`config.mk`:
```
export PLATFORM = sky130hd
export DESIGN_NAME = rgb_pwm_driver
export DESIGN_NICKNAME = d
export VERILOG_FILES = /design/src/rtl/rgb_pwm_driver.sv
export SDC_FILE = /design/constraint.sdc
export NUM_CORES = 1
export LEC_CHECK = 0
export ABC_AREA = 1
export CAP_MARGIN = 15
export CORE_UTILIZATION = 64
export DETAILED_ROUTE_END_ITERATION = 16
export PLACE_DENSITY_LB_ADDON = 0.2
export SETUP_SLACK_MARGIN = 0.05
export SYNTH_ARGS = -nofsm -noshare
export SYNTH_HDL_FRONTEND = slang
export SYNTH_SLANG_ARGS = --single-unit
```
`constraint.sdc`:
```
create_clock -name clk -period 4.6 [get_ports clk]
set_input_delay 0.69 -clock clk [delete_from_list [all_inputs] [get_ports clk]]
set_output_delay 0.69 -clock clk [all_outputs]
set_load 0.05 [all_outputs]
```
`src/rtl/rgb_pwm_driver.sv`:
```
// Double-buffered, brightness-scaled 3-channel PWM driver for RGB LEDs.
// Optional build macro: RGB_PWM_PHASE_STAGGER_EN spreads channel phases by 85/170 counts.
module rgb_pwm_driver #(
    parameter int          PRESCALE   = 1,
    parameter logic [7:0]  RESET_DUTY = 8'd0
) (
    input  logic       clk,
    input  logic       rst_n,
    input  logic       in_valid,
    output logic       in_ready,
    input  logic [7:0] in_r,
    input  logic [7:0] in_g,
    input  logic [7:0] in_b,
    input  logic [7:0] brightness,
    output logic       RGB_R,
    output logic       RGB_G,
    output logic       RGB_B,
    output logic       period_tick
);

    localparam int              PS_W   = (PRESCALE > 1) ? $clog2(PRESCALE) : 1;
    localparam logic [PS_W-1:0] PS_MAX = PS_W'(PRESCALE - 1);

    localparam logic [0:0] ST_EMPTY  = 1'b0;
    localparam logic [0:0] ST_LOADED = 1'b1;

    // (duty * (brightness+1)) >> 8; brightness 255 is identity, 0 forces off
    function automatic logic [7:0] scale_duty(input logic [7:0] duty, input logic [7:0] bright);
        logic [15:0] prod;
        prod = {8'd0, duty} * ({8'd0, bright} + 16'd1);
        return prod[15:8];
    endfunction

    logic [PS_W-1:0] prescaler_r;
    logic [7:0]      pwm_cnt_r;
    logic [0:0]      state_r;
    logic [7:0]      shadow_r_r, shadow_g_r, shadow_b_r;
    logic [7:0]      active_r_r, active_g_r, active_b_r;
    logic            rgb_r_r, rgb_g_r, rgb_b_r;
    logic            period_tick_r;

    logic            step_s;
    logic            wrap_s;
    logic            accept_s;
    logic [7:0]      cnt_r_s, cnt_g_s, cnt_b_s;

    assign step_s   = (prescaler_r == PS_MAX);
    assign wrap_s   = step_s && (pwm_cnt_r == 8'd255);
    assign in_ready = (state_r == ST_EMPTY);
    assign accept_s = in_valid && in_ready;

    // Per-channel compare counters; stagger only shifts phase, never duty ratio
    always_comb begin
        cnt_r_s = pwm_cnt_r;
`ifdef RGB_PWM_PHASE_STAGGER_EN
        cnt_g_s = pwm_cnt_r + 8'd85;
        cnt_b_s = pwm_cnt_r + 8'd170;
`else
        cnt_g_s = pwm_cnt_r;
        cnt_b_s = pwm_cnt_r;
`endif
    end

    // Prescaler and free-running PWM period counter
    always_ff @(posedge clk or negedge rst_n) begin
        if (!rst_n) begin
            prescaler_r <= {PS_W{1'b0}};
            pwm_cnt_r   <= 8'd0;
        end else if (step_s) begin
            prescaler_r <= {PS_W{1'b0}};
            pwm_cnt_r   <= pwm_cnt_r + 8'd1;
        end else begin
            prescaler_r <= prescaler_r + {{(PS_W-1){1'b0}}, 1'b1};
            pwm_cnt_r   <= pwm_cnt_r;
        end
    end

    // Pending-flag FSM; a wrap always drains LOADED, an accept always fills EMPTY
    always_ff @(posedge clk or negedge rst_n) begin
        if (!rst_n) begin
            state_r <= ST_EMPTY;
        end else begin
            case (state_r)
                ST_EMPTY:  state_r <= accept_s ? ST_LOADED : ST_EMPTY;
                ST_LOADED: state_r <= wrap_s   ? ST_EMPTY  : ST_LOADED;
                default:   state_r <= ST_EMPTY;
            endcase
        end
    end

    // Shadow capture on handshake; shadow persists so each wrap can rescale it
    always_ff @(posedge clk or negedge rst_n) begin
        if (!rst_n) begin
            shadow_r_r <= RESET_DUTY;
            shadow_g_r <= RESET_DUTY;
            shadow_b_r <= RESET_DUTY;
        end else if (accept_s) begin
            shadow_r_r <= in_r;
            shadow_g_r <= in_g;
            shadow_b_r <= in_b;
        end else begin
            shadow_r_r <= shadow_r_r;
            shadow_g_r <= shadow_g_r;
            shadow_b_r <= shadow_b_r;
        end
    end

    // Active duties only change at the period boundary, from the pre-edge shadow
    always_ff @(posedge clk or negedge rst_n) begin
        if (!rst_n) begin
            active_r_r <= RESET_DUTY;
            active_g_r <= RESET_DUTY;
            active_b_r <= RESET_DUTY;
        end else if (wrap_s) begin
            active_r_r <= scale_duty(shadow_r_r, brightness);
            active_g_r <= scale_duty(shadow_g_r, brightness);
            active_b_r <= scale_duty(shadow_b_r, brightness);
        end else begin
            active_r_r <= active_r_r;
            active_g_r <= active_g_r;
            active_b_r <= active_b_r;
        end
    end

    // Registered pin compare and period pulse
    always_ff @(posedge clk or negedge rst_n) begin
        if (!rst_n) begin
            rgb_r_r       <= 1'b0;
            rgb_g_r       <= 1'b0;
            rgb_b_r       <= 1'b0;
            period_tick_r <= 1'b0;
        end else begin
            rgb_r_r       <= (cnt_r_s < active_r_r);
            rgb_g_r       <= (cnt_g_s < active_g_r);
            rgb_b_r       <= (cnt_b_s < active_b_r);
            period_tick_r <= wrap_s;
        end
    end

    assign RGB_R       = rgb_r_r;
    assign RGB_G       = rgb_g_r;
    assign RGB_B       = rgb_b_r;
    assign period_tick = period_tick_r;

endmodule

```
# Word-level counts from Yosys, hierarchy flattened
# Index checks and enable logic that the tools add are counted.
[word_totals] register_bits=62 inputBits=35 out_inout_bits=5 word_cells=31
[op_classes] add_sub_neg=3 mul=3 magnitude_cmp=3 eq_ne=1 mux=4 bitwise=2 n_reduce_logical=2
[ops] op="$mul 8x16->16" count=2
[ops] op="$lt 8x8->1" count=3
[ops] op="$mul 8x9->16" count=1
[ops] op="$add 8x1->9 const B" count=1
[ops] op="$add 8x1->8 const B" count=1
[ops] op="$eq 8x8->1 const B" count=1
[ops] op="$mux 1" count=3
[ops] op="$logic_and 1x1->1" count=2
[ops] op="$not 1->1" count=2
[ops] op="$pmux 1 s2" count=1
[ops] op="$add 1x1->1 const B" count=1

# Depth between registers and ports, before layout
# Gate-level depths: netlist of the first run.
[logic_depth] word_depth=4 mapped_depth=26

# Least setup slack after synthesis of the first run
# Ideal clock, no wire load.
[synth_path] path_type="input port to flip-flop" start="in brightness[0]" end="reg active_g_r[6]" arrival_ps=4873 required_time_ps=4483 path_slack_ps=-390 cell_stages=18 path_cell_list="ha_1 clkbuf_1 clkbuf_1 nand2_1 fa_1 fa_1 inv_1 fa_1 inv_1 fa_1 inv_1 ha_1 a21oi_1 o21ai_0 a21oi_1 nand3_1 nand3_1 nand2_1"
[synth_via] elab_chain_cells=2
[synth_lines] element="from (decl)" line_no="14" rtl="input logic [7:0] brightness,"
[synth_lines] element="$add 8x1->9" line_no="30" rtl="prod = {8'd0, duty} * ({8'd0, bright} + 16'd1);"
[synth_lines] element="$mul 8x16->16" line_no="30"
[synth_lines] element="to (signal assigned)" line_no="116" rtl="active_g_r <= scale_duty(shadow_g_r, brightness);"
[synth_lines] element="to (signal assigned)" line_no="120" rtl="active_g_r <= active_g_r;"
[synth_lines] element="to (decl)" line_no="38" rtl="logic [7:0] active_r_r, active_g_r, active_b_r;"
# Every way passes these cells.
# A chain may end at the register's enable or synchronous reset.

# Final worst setup path of the first run
[layout_path] start="in brightness[1]" end="reg active_r_r[6]"
[layout_via] elab_chain_cells=2
[layout_lines] element="$add 8x1->9" line_no="30"
[layout_lines] element="$mul 8x16->16" line_no="30"
[layout_lines] element="to (signal assigned)" line_no="115" rtl="active_r_r <= scale_duty(shadow_r_r, brightness);"
[layout_lines] element="to (signal assigned)" line_no="119" rtl="active_r_r <= active_r_r;"
[layout_lines] element="to (decl)" line_no="38"
# Every way passes these cells.

==> run summary, run 1 <==
Logic synthesis
* **cell types occupying the most area after synthesis** fa_1 (25%), dfrtp_1 (16%), ha_1 (15%)
* **complex-gate fraction of the synthesized area** 0.06072
* **main combinational cell family by area after synthesis** adder cells
* **post-synthesis share of cell area spent on and, or, nand and nor gates** 0.2469
* **number of synthesis warnings** 0
* **netlist area before placement** 9686 µm²
* **sequential fraction of the synthesis area** 0.1576
* **commonest register cell after synthesis** dfrtp_1
* **cell type with the largest total area after synthesis** fa_1
* **number of enable-type register cells in the synthesized netlist** 0
* **xor/xnor share of the synthesized area** 0.009043
* **unique cell type count in the Yosys netlist** 35
* **post-synth net total** 1,581
* **fraction of synthesized area in multiplexers** 0
* **post-synthesis area per instance** 7.411 µm²
* **Yosys top cell area share** 0.2480
* **Cells after Synth** 1,307
* **share of async-settable or async-resettable flops after synthesis** 1.000
* **top-count cell post-synth** nand2_1
* **synth cell count leaders** nand2_1 (286), inv_1 (277), nor2_1 (207)
* **Synth Area in Adders** 0.4018
* **flip-flop and latch count after synthesis** 61

GRT
* **via count of the first global-routing pass** 9,797
* **initial antenna violation count** 0
* **overall track demand over capacity in global routing** 0.3833
* **global-route wire length before repair** 46,400 µm
* **total gr overflow** 0
* **maximum number of pins on one net before global-route repair** 50

Final layout
* **fill cell count** 811
* **proportion of layout cells with a drive suffix above 1** 0.2006
* **nets** 1,720
* **Storage cell area** 1526 µm²
* **number of diodes** 0
* **Area growth syn-to-layout** 25.82%
* **multi-input gate area in the final layout** 7741 µm²

Pwr
* **PnR Total Power** 9.616 mW
* **leakage power figure** 6.751 nW
* **power per standard cell area** 789.0 nW/µm²
* **maximum vdd ir drop** 0.7061 mV

CTS
* **number of buffers on the longest clock path** 2
* **source-to-sink clock delay at the later pin of the worst-skew pair** 0.36 ns
* **clock tree root buffer cell** clkbuf_16
* **number of CTS-inserted buffers** 9
* **clock transition at the registers of the reported paths** 0.07 ns
* **clock tree from TritonCTS** done
* **H-Tree Level Count** 3
* **number of sinks on the clock net** 61
* **number of buffers inserted by hold repair at cts** 0

Status
* **status** complete, but fails checks
* **violated checks** DRC, setup timing

Floorplan
* **floorplan die height** 125.0 µm
* **Rows** 44
* **area inside the core boundary** 14,640 µm²
* **Initial Util** 0.6614
* **number of I/O pins** 40
* **floorplan die width** 125.0 µm
* **area of the die** 15,630 µm²

STA
* **maximum clock rate** 0.1969 GHz
* **pin slew with the least headroom to its limit** 0.9517 ns
* **Final Hold Fails** 0
* **Final Skew** 0.01446 ns
* **worst slew margin relative to its limit** 0.3633
* **post-route clock period utilization** 1.104
* **Final min period** 5.079 ns
* **number of failing setup endpoints in the final timing report** 20
* **post-route worst setup slack** -0.4793 ns
* **RSZ-0062 raised after global routing** yes
* **final total negative setup slack** -2.932 ns
* **final max-slew violation count** 0

Worst setup path
* **startpoint kind of the worst setup timing path** input port
* **class of the most critical setup path** input port to flop
* **worst endpoint data arrival time** 5.32 ns
* **Setup crit end kind** flop
* **critical-path maximum fanout** 5
* **number of cells traversed by the worst register-to-register path** 16
* **Critical Path RT** 4.84 ns

Drt
* **Pre-antenna DRT Iters** 14
* **Max Used Layer** met4
* **per-cell routed wire length** 18.56 µm
* **vias** 9,629
* **Antenna Violating Nets Remaining** 0
* **Total Wirelength** 30,350 µm
* **number of DRC markers in iteration 0** 932
* **routed length on met3** 2547 µm
* **Via-to-Cell Ratio** 5.889
* **detailed-route DRC error count** 1
* **Detail Route met2 WL** 14,820 µm
* **wl on met1** 10,360 µm

Placed design
* **count of input and output buffers** 39
* **worst setup slack before clock tree synthesis** -1.010 ns
* **Final GP Congestion** 0.9281
* **DP HPWL** 19,760 µm

Min path
* **classification of the worst-slack hold path** input port to asynchronous set/reset pin

Flow run
* **max capacitance violation total** 0

final timing paths:
kind	slack [ns]	end	start
setup / recovery	-0.48	active_r_r[6]$_DFFE_PN0P_	brightness[1]
max in group asynchronous	3.25	shadow_b_r[7]$_DFFE_PN0P_	rst_n
setup reg to reg	0.10	active_r_r[6]$_DFFE_PN0P_	shadow_r_r[4]$_DFFE_PN0P_
hold reg to reg	0.48	active_r_r[2]$_DFFE_PN0P_	active_r_r[2]$_DFFE_PN0P_
hold / removal	0.37	active_r_r[7]$_DFFE_PN0P_	rst_n
min in group clk	0.48	active_r_r[2]$_DFFE_PN0P_	active_r_r[2]$_DFFE_PN0P_
cells by family after synthesis:
kind of cell | after synthesis
compound gates | 111
simple gates | 581
flops | 61
buf+inv | 305
fa+ha+maj | 239
xor+xnor | 10
state kept, by name, summed over array words and instances (netlist names), 8 cells and up:
signal / flops
shadow_r_r: 8
active_g_r: 8
shadow_b_r: 8
cnt_b_s: 8
active_r_r: 8
active_b_r: 8
shadow_g_r: 8
power by group:
group	switching [mW]	internal, mW
registers	0	0.536
logic	4.65	3.74
clock network	0.317	0.367
total	4.97	4.64
metal layers:
layer	track usage	vias to the layer above
li1	-	4249
met1	0.4235	4530
met2	0.6691	627
met3	0.07189	223
met4	0.2690	0
met5	0	-
cell usage in the layout, fill, tap and decap left out, drive strengths merged, types with 9 or more instances in the layout:
cell / count
fa: 120
nor2: 219
dfrtp: 61
ha: 119
a21oi: 73
o21ai: 25
nand2: 289
nand3: 56
inv: 282
clkdlybuf4s50: 30
buf: 116
clkbuf: 9
critical path, cell delays in order:
cell and delay [ns]:
buf_8 0.07, buf_6 0.08, ha_4 0.14, nand2_4 0.07, nor2_4 0.12, nand2_2 0.08
o21ai_1 0.16, and2_4 0.21, buf_12 0.12, clkinv_8 0.06, nor2_4 0.10, fa_1 0.45
fa_2 0.48, fa_1 0.50, inv_1 0.08, fa_1 0.58, inv_2 0.06, ha_4 0.33
nand2_8 0.08, nor4_4 0.34, nand2_1 0.16, nand2_1 0.10, nand2_1 0.09, nand3_1 0.09
nand2_1 0.07
stage by stage:
step | cells | instance area, µm² | util | hold WS (ns)
global route | 1635 | 12190 | 0.8322 | 0.4251
CTS | 1630 | 11740 | 0.8014 | 0.3904
global placement | 1594 | 11020 | 0.7528 | 0.4631
detailed placement | 1594 | 11020 | 0.7528 | 0.4609
finish | 1635 | 12190 | 0.8322 | 0.3715
floorplan | 1307 | 9886 | - | 0.3944
layout make-up:
cell class	count	share of cell area
Clock buffer	9	0.01848
Sequential cell	61	0.1253
Timing Repair Buffer	151	0.1083
Inverter	281	0.08830
Tap cell	184	0.01889
Timing Repair inverter	1	0.001335
Clock inverter	7	0.004209
Multi-Input combinational cell	941	0.6352
what timing repair did:
item / CTS / global route
endpoints found under the setup margin: 24 / 24
gates cloned: 1 / 0
setup buffers: 19 / 5
pin swaps: 54 / 77
endpoints found under the hold margin: 0 / 0
gates resized for setup: 84 / 102
(Power assumes the default switching activity.)
==> run 2, diff against run 1 <==
- clock period: 4.6 -> 5.8 ns (I/O delays scaled with it)
==> run 2 against run 1 <==
  * The run ends with DRC left
  * Final cell count down 4.9%
  * Worst setup slack better by 0.77 ns
  * Final area down 12%
  * Power fell by 51%
  * Via count shrank 11%
  * Sequential share of layout area grew 1.7 points
==> run summary, run 2 (same netlist as run 1, synthesis figures left out) <==
Drt
* **vias** 8,586, -11%
* **per-cell routed wire length** 15.32 µm, -17%
* **Antenna Violating Nets Remaining** 0, unchanged
* **Pre-antenna DRT Iters** 11, -3
* **Total Wirelength** 23,820 µm, -22%
* **detailed-route DRC error count** 2, +1
* **number of DRC markers in iteration 0** 552, -41%
* **Via-to-Cell Ratio** 5.522, -6.2%

Worst setup path
* **critical-path maximum fanout** 14, +9
* **class of the most critical setup path** input port to flop
* **Top cell by count, worst path** nand2_1
* **worst endpoint data arrival time** 5.74 ns, +0.42 ns
* **Critical Path RT** 6.03 ns, +1.19 ns
* **Setup crit end kind** flop
* **CP max stage delay** 0.52 ns, -0.06 ns
* **list of cells traversed by the critical path** clkdlybuf4s50_1, ha_1, nand2_2, nor2_4, nand2_2, o21ai_1, and2_1, inv_6, nor2_1, fa_1, fa_1, fa_1, inv_1, fa_1, inv_1, ha_1, nand2_1, nor4_1, nand2_1, nand2_1, nand2_1, nand3_1, nand2_1
* **critical path's slowest cell** fa_1
* **startpoint kind of the worst setup timing path** input port

CTS
* **number of buffers on the longest clock path** 2, unchanged
* **postcts setup bufs** 0, -19
* **number of buffers inserted by hold repair at cts** 0, unchanged
* **clock tree root buffer cell** clkbuf_16
* **source-to-sink clock delay at the later pin of the worst-skew pair** 0.35 ns, about the same
* **number of gates resized after CTS** 0, -100%
* **clock transition at the registers of the reported paths** 0.06 ns, about the same
* **number of CTS-inserted buffers** 9, unchanged
* **H-Tree Level Count** 3, unchanged
* **clock tree from TritonCTS** done
* **number of sinks on the clock net** 61, unchanged

Final layout
* **multi-input gate area in the final layout** 6967 µm², -10%
* **most used cells in the layout excluding fill and tap cells** nand2_1 (285), inv_1 (277), nor2_1 (207)
* **Area growth syn-to-layout** 10.79%
* **Non-Filler Instances** 1,555, -4.9%
* **fill cell count** 1,174, +45%
* **final instance area** 10,730 µm², -12%
* **proportion of layout cells with a drive suffix above 1** 0.05252, -0.1480
* **nets** 1,640, -4.7%
* **leading cell type in the layout, fill and taps excluded** nand2_1
* **number of diodes** 0, unchanged
* **Storage cell area** 1526 µm², unchanged
* **share of the core filled with cells in the final layout** 0.7327, -0.09945

Floorplan
* **area of the die** 15,630 µm², unchanged
* **floorplan die height** 125.0 µm, unchanged
* **floorplan die width** 125.0 µm, unchanged
* **area inside the core boundary** 14,640 µm², unchanged
* **Rows** 44, unchanged
* **number of I/O pins** 40, unchanged
* **Initial Util** 0.6614, unchanged

Pwr
* **clock network fraction of total power** 0.113, +0.042
* **Combinational Power Share** 0.796, -0.077
* **Pint** 2.141 mW, -54%
* **PnR Total Power** 4.677 mW, -51%
* **switching power share of the total** 0.5422, +0.02517
* **leakage power figure** 6.243 nW, -7.5%
* **P_sw** 2.536 mW, -49%
* **share of total power in sequential cells** 0.091, +0.035
* **power per standard cell area** 435.8 nW/µm², -45%
* **maximum vdd ir drop** 0.4905 mV, -31%

Min path
* **classification of the worst-slack hold path** flop to flop

STA
* **Final Hold Fails** 0, unchanged
* **post-route worst setup slack** 0.2949 ns, +0.7742 ns
* **pin slew with the least headroom to its limit** 0.9903 ns, +0.03862 ns
* **final hold slack** 0.4813 ns, +0.1098 ns
* **RSZ-0062 raised after global routing** no
* **post-route clock period utilization** 0.9492
* **number of failing setup endpoints in the final timing report** 0, -100%
* **maximum clock rate** 0.1816 GHz
* **Final Skew** 0.01229 ns, -0.002163 ns
* **worst slew margin relative to its limit** 0.3374, -0.02584
* **Final min period** 5.505 ns
* **final max-slew violation count** 0, unchanged
* **final total negative setup slack** 0 ns, +2.932 ns

GRT
* **via count of the first global-routing pass** 8,856, -9.6%
* **global-route wire length before repair** 41,140 µm, -11%
* **initial antenna violation count** 0, unchanged
* **maximum number of pins on one net before global-route repair** 62, +24%
* **overall track demand over capacity in global routing** 0.3334, -0.04988
* **total gr overflow** 0, unchanged

Placed design
* **DP HPWL** 18,990 µm, -3.9%
* **worst setup slack before clock tree synthesis** -0.04623 ns, +0.9638 ns
* **count of input and output buffers** 39, unchanged
* **count of placed standard cells including taps** 1,539, -3.5%
* **post-place instance area** 10,450 µm², -5.3%
* **Final GP Congestion** 0.9415, +1.4%

Status
* **violated checks** DRC
* **status** complete, but fails checks

Flow run
* **max capacitance violation total** 0, unchanged

## run 2: changes by cell type in the layout (fill, tap and decap cells not counted), sizes merged
cell           before  now
clkinv              5    4
clkdlybuf4s50      30   38
buf               116   34
dlygate4sd2         4    0
clkdlybuf4s15       1    0
## run 2: critical path: cells and delay by family
kind / cells / cell delay (ns)
adders and majority gates: 6 / 2.53
and+or+nand+nor: 12 / 1.47
buffers and inverters: 4 / 0.76
AOI/OAI and AO/OA: 1 / 0.10
## run 2: layer usage
| layer | vias to the layer above | track usage | wire length (µm) |
|---|---|---|---|
| met5 | - | 0 | 0 |
| met1 | 4119 | 0.3997 | 9389 |
| li1 | 4091 | - | - |
| met3 | 65 | 0.04921 | 1328 |
| met2 | 311 | 0.5961 | 12120 |
| met4 | 0 | 0.1463 | 979 |
## run 2: power by group through the flow
stage	logic, mW	registers, mW	clock network, mW
floorplan	2.79	0.433	0
global placement	3.56	0.433	0
detailed placement	3.66	0.433	0
CTS	3.69	0.425	0.536
global route	4.30	0.425	0.547
finish	3.72	0.425	0.530
## run 2: final timing paths
path	depth (start not counted)	slack, ns	start	endpoint
max in group asynchronous	2	4.53	rst_n	shadow_r_r[3]$_DFFE_PN0P_
worst max-delay path	23	0.29	brightness[0]	active_b_r[7]$_DFFE_PN0P_
worst max register to register	18	1.50	shadow_r_r[4]$_DFFE_PN0P_	active_r_r[5]$_DFFE_PN0P_
worst min register to register	2	0.48	active_r_r[0]$_DFFE_PN0P_	active_r_r[0]$_DFFE_PN0P_
min in group asynchronous	2	0.71	rst_n	shadow_g_r[0]$_DFFE_PN0P_
worst min-delay path	2	0.48	active_r_r[0]$_DFFE_PN0P_	active_r_r[0]$_DFFE_PN0P_
## run 2: final cells by class
class,count,area share
clock inverter,7,0.004781
sequential,61,0.1423
clock buffer,9,0.02099
inverter,281,0.09876
timing repair buffer,72,0.06250
multi-input combinational,941,0.6493
tap,184,0.02146
